`src/rtl/data_mem_pipe.sv`:
```
// Single-port word memory with valid/ready requests, byte enables, a hardware clear sweep and
// a 1- or 2-cycle registered read path. Optional parity storage under `DMEM_PARITY_EN.
`timescale 1ns/1ps

module data_mem_pipe #(
  parameter int unsigned DATA_W = 16,
  parameter int unsigned DEPTH  = 8,
  parameter int unsigned ADDR_W = 3,
  parameter int unsigned RD_LAT = 1
) (
  input  logic                clk,
  input  logic                rst_n,
  input  logic                clr,
  output logic                busy,
  input  logic                req_valid,
  output logic                req_ready,
  input  logic                req_wr,
  input  logic [ADDR_W-1:0]   req_addr,
  input  logic [DATA_W-1:0]   req_wdata,
  input  logic [DATA_W/8-1:0] req_be,
`ifdef DMEM_PARITY_EN
  input  logic                err_inj,
`endif
  output logic                rsp_valid,
  output logic [DATA_W-1:0]   rsp_rdata,
  output logic                rsp_err
);

  localparam int unsigned NumBytes = DATA_W / 8;

  typedef enum logic [0:0] {StClear, StRun} state_e;

  state_e              state_q, state_d;
  logic [ADDR_W-1:0]   ptr_q, ptr_d;
  logic                ptr_last;
  logic [DATA_W-1:0]   mem [DEPTH];

  logic                accept;
  logic                in_range;
  logic                st_en;
  logic                ld_en;
  logic [DATA_W-1:0]   rd_word;
  logic [DATA_W-1:0]   merged;
  logic                rd_err;

  assign ptr_last = (32'(ptr_q) == DEPTH - 1);

  always_ff @(posedge clk or negedge rst_n) begin
    if (!rst_n) begin
      state_q <= StClear;
      ptr_q   <= '0;
    end else begin
      state_q <= state_d;
      ptr_q   <= ptr_d;
    end
  end

  always_comb begin
    state_d = state_q;
    ptr_d   = ptr_q;
    if (clr) begin
      state_d = StClear;
      ptr_d   = '0;
    end else if (state_q == StClear) begin
      if (ptr_last) begin
        state_d = StRun;
        ptr_d   = '0;
      end else begin
        ptr_d = ptr_q + 1'b1;
      end
    end
  end

  assign busy      = (state_q == StClear);
  assign req_ready = (state_q == StRun);

  // A request coinciding with a sampled clr is discarded.
  assign accept   = req_valid & req_ready & ~clr;
  assign in_range = (32'(req_addr) < DEPTH);
  assign st_en    = accept & req_wr & in_range;
  assign ld_en    = accept & ~req_wr;
  assign rd_word  = in_range ? mem[req_addr] : '0;

  always_comb begin
    merged = rd_word;
    for (int i = 0; i < int'(NumBytes); i++) begin
      if (req_be[i]) merged[8*i +: 8] = req_wdata[8*i +: 8];
    end
  end

  always_ff @(posedge clk) begin
    if (busy) begin
      mem[ptr_q] <= '0;
    end else if (st_en) begin
      mem[req_addr] <= merged;
    end
  end

`ifdef DMEM_PARITY_EN
  logic mem_par [DEPTH];
  logic rd_par;

  assign rd_par = in_range ? mem_par[req_addr] : 1'b0;
  assign rd_err = ~in_range | (in_range & (rd_par != ^rd_word));

  always_ff @(posedge clk) begin
    if (busy) begin
      mem_par[ptr_q] <= 1'b0;
    end else if (st_en) begin
      mem_par[req_addr] <= (^merged) ^ err_inj;
    end
  end
`else
  assign rd_err = ~in_range;
`endif

  // First read stage: data captured at acceptance, held between loads.
  logic              s0_valid;
  logic [DATA_W-1:0] s0_data;
  logic              s0_err;

  always_ff @(posedge clk or negedge rst_n) begin
    if (!rst_n) begin
      s0_valid <= 1'b0;
      s0_data  <= '0;
      s0_err   <= 1'b0;
    end else begin
      s0_valid <= ld_en;
      s0_err   <= ld_en & rd_err;
      if (ld_en) s0_data <= rd_word;
    end
  end

  if (RD_LAT == 2) begin : g_lat2
    logic              s1_valid;
    logic [DATA_W-1:0] s1_data;
    logic              s1_err;

    always_ff @(posedge clk or negedge rst_n) begin
      if (!rst_n) begin
        s1_valid <= 1'b0;
        s1_data  <= '0;
        s1_err   <= 1'b0;
      end else begin
        s1_valid <= s0_valid;
        s1_err   <= s0_valid & s0_err;
        if (s0_valid) s1_data <= s0_data;
      end
    end

    assign rsp_valid = s1_valid;
    assign rsp_rdata = s1_data;
    assign rsp_err   = s1_err;
  end else begin : g_lat1
    assign rsp_valid = s0_valid;
    assign rsp_rdata = s0_data;
    assign rsp_err   = s0_err;
  end

endmodule

```
`config.mk`:
```
export PLATFORM = sky130hd
export DESIGN_NAME = data_mem_pipe
export DESIGN_NICKNAME = d
export VERILOG_FILES = /design/src/rtl/data_mem_pipe.sv
export SDC_FILE = /design/constraint.sdc
export NUM_CORES = 1
export LEC_CHECK = 0
export CORE_AREA = 2 2 113 115
export DETAILED_ROUTE_END_ITERATION = 8
export DIE_AREA = 0 0 115 117
export GPL_TIMING_DRIVEN = 0
export PLACE_DENSITY = 0.74
export SLEW_MARGIN = 20
export SYNTH_ARGS = -nofsm -noshare
export SYNTH_HDL_FRONTEND = slang
export SYNTH_SLANG_ARGS = --single-unit
```
`constraint.sdc`:
```
create_clock -name clk -period 2.2 [get_ports clk]
set_clock_uncertainty 0.15 [all_clocks]
set_input_delay 0.22 -clock clk [delete_from_list [all_inputs] [get_ports clk]]
set_output_delay 0.22 -clock clk [all_outputs]
set_load 0.05 [all_outputs]
```
==> results.ini <==
[routing]
route.antenna.remaining_nets=0
totalWireLength_um=14600
wl_per_cell_um=23.4
firstDrtPassIters=4
vias=3706
drt_iter0_markers=329
route.detailed.drc=0
viasPerCell=5.95

[yosys]
yosys_warnings=0
netlist_area_um2=6260
yosysMostFrequentCell=edfxtp_1
ys.flop_type=edfxtp_1
synth_common_cells=edfxtp_1 (128), mux2i_1 (38), nor2_1 (34)
synth_edf_count=128
ys_seq_area_share_pct=69.8
synth.area.top_cells=edfxtp_1 (61%), dfrtp_1 (8.4%), mux2i_1 (6.1%), mux2_2 (4.0%), a211oi_2 (3.2%)
synth_seq_cells=149
yosysUniqueCellTypes=34
synth_nets=408
synth_adder_area_share_pct=0.400
avgSynthCellArea_um2=16.5
synth_top_family_by_area=multiplexers
synth.mux.area_fraction_pct=11.3
yosys.area.top_type=edfxtp_1
synthXorXnorAreaFrac_pct=0
yosys.area.top_type_share_pct=61.4
postSynthCellCount=380
synthArstFlopShare_pct=14.1
synth-compound-area-share_pct=11.2
synth-simple-area-share_pct=4.18

[global_route]
overflow=0
grt_usage_pct=23.0
grt_pass1_wl_um=21700
antenna_found_initial=0
grt_max_degree=22
first_global_vias=3723

[worst_setup_path]
worstPathMaxFanout=10
criticalPathCategory=reg -> reg
cp.required_ps=2230
cp-end-kind=register
arrival_ps=2130
rrSetupSlack_ps=100
startpoint_type=register

[clock_network]
clk_pin_slew_ps=60
clk_latency_ps=420
cts_max_level=4
cts_buffer_depth=2
cts_tree=built
cts-root-buf=clkbuf_16
cts_made_buffers=17
cts.sink_count=149

[power]
p_per_area_nw_per_um2=873
irDropWorstVdd_v=0.000445
finalPower_mw=6.92
p_leak_nw=2.94

[sta]
rsz0062_at_grt=false
finalSetupViolCount=0
hold_violations=0
finalCritPeriodShare_pct=95.3
slew_viol_final=0
fin_crit_ps=2100
max_slew_margin_pct=33.2
fmax_mhz=477
setup_tns_ps=0
setup_ws_ps=103
worst_slew_pin_slew_ps=997
holdWs_ps=206

[place]
gp_congestion=0.759
hpwl_um=8350
placed_cell_area_um2=6900
pre_cts_ws_ps=-995
dp.cells=573
port_buffers=43

[run]
max_cap_violations=0

[layout]
final_cells=623
drive_gt1_share_pct=30.7
antenna_cells=0
final_core_util_pct=64.4
final_area_um2=7920
area_delta_synth_final_pct=26.6
finalNetCount=488

[floorplanning]
die-area_um2=13500
start_util_pct=50.8
die_y_um=117
io_pins=46
fp-row-count=41
die_x_um=115
core_region_area_um2=12300

[worst_hold_path]
hold_class=in -> async

[status]
run_status=completed

==> layer usage <==
layer,track usage (%),vias up,wire [um]
li1,-,1628,-
met1,28.1,1856,5640
met2,39.1,181,7430
met3,5.20,41,1000
met4,11.5,0,504
met5,0,-,0
==> placed cells by master, fill, tap and decap left out, types with 9 or more instances in the layout <==
| cell type | synthesis | routed |
|---|---|---|
| o21ai_2 | 14 | 14 |
| buf_4 | 3 | 13 |
| mux2i_1 | 38 | 38 |
| nor2_4 | 0 | 9 |
| o221ai_2 | 11 | 11 |
| dfrtp_1 | 21 | 20 |
| a22oi_1 | 14 | 14 |
| buf_12 | 0 | 10 |
| nor2_1 | 34 | 25 |
| clkbuf_16 | 0 | 17 |
| mux2_2 | 22 | 22 |
| a211oi_4 | 0 | 12 |
| buf_6 | 9 | 10 |
| edfxtp_1 | 128 | 128 |
| nand2_1 | 18 | 18 |
| clkdlybuf4s50_1 | 0 | 39 |
==> worst max-delay path, stage by stage, from the launching register on <==
cell and delay (ps):
dfrtp_2 430, buf_6 150, a31oi_1 800, nor2_4 120, buf_12 200
==> area by class of cell <==
type | instances | area [um2]
well taps | 150 | 188
plain buffers | 22 | 185
multi-input cells | 203 | 1860
flip-flops and latches | 149 | 4370
clock inverters | 10 | 128
fillers | 880 | 4390
repair buffers | 62 | 699
inverters | 5 | 18.8
clock buffers | 22 | 474
==> final timing paths <==
kind / from / endpoint / depth (start not counted)
max: req_ready / mem[7][7] / 4
min: rst_n / rsp_rdata[8] / 2
max reg2reg: req_ready / mem[7][7] / 4
min reg2reg: rsp_rdata[8] / rsp_rdata[8] / 2
max in group asynchronous: rst_n / req_ready / 2
min in group clk: req_addr[0] / rsp_rdata[1] / 4
==> where the power goes <==
group | total [mW] | internal [mW] | switching (mW)
sequential | 3.24 | 3.20 | 0.0456
clock | 2.93 | 1.86 | 1.07
combinational | 0.742 | 0.289 | 0.454
total | 6.92 | 5.35 | 1.57
==> state kept, by name, indices dropped and copies added, names as in the netlist <==
signal and count:
mem 128, rsp_rdata 16, ptr_q 3, req_ready 1, rsp_valid 1
==> kinds of logic after synthesis <==
group | count (synthesis)
DFF | 149
and+or+nand+nor | 62
buffers and inverters | 28
adders and majority gates | 2
other | 1
muxes | 67
AOI/OAI and AO/OA | 71
==> timing repair <==
| item | CTS | global route |
|---|---|---|
| hold buffers | 1 | 0 |
| buffers inserted | 16 | 2 |
| hold endpoints to repair | 21 | 0 |
| pin swaps | 10 | 2 |
| setup endpoints to repair | 201 | 176 |
| resized for setup | 22 | 12 |
Power figures use the tool's default switching activity.
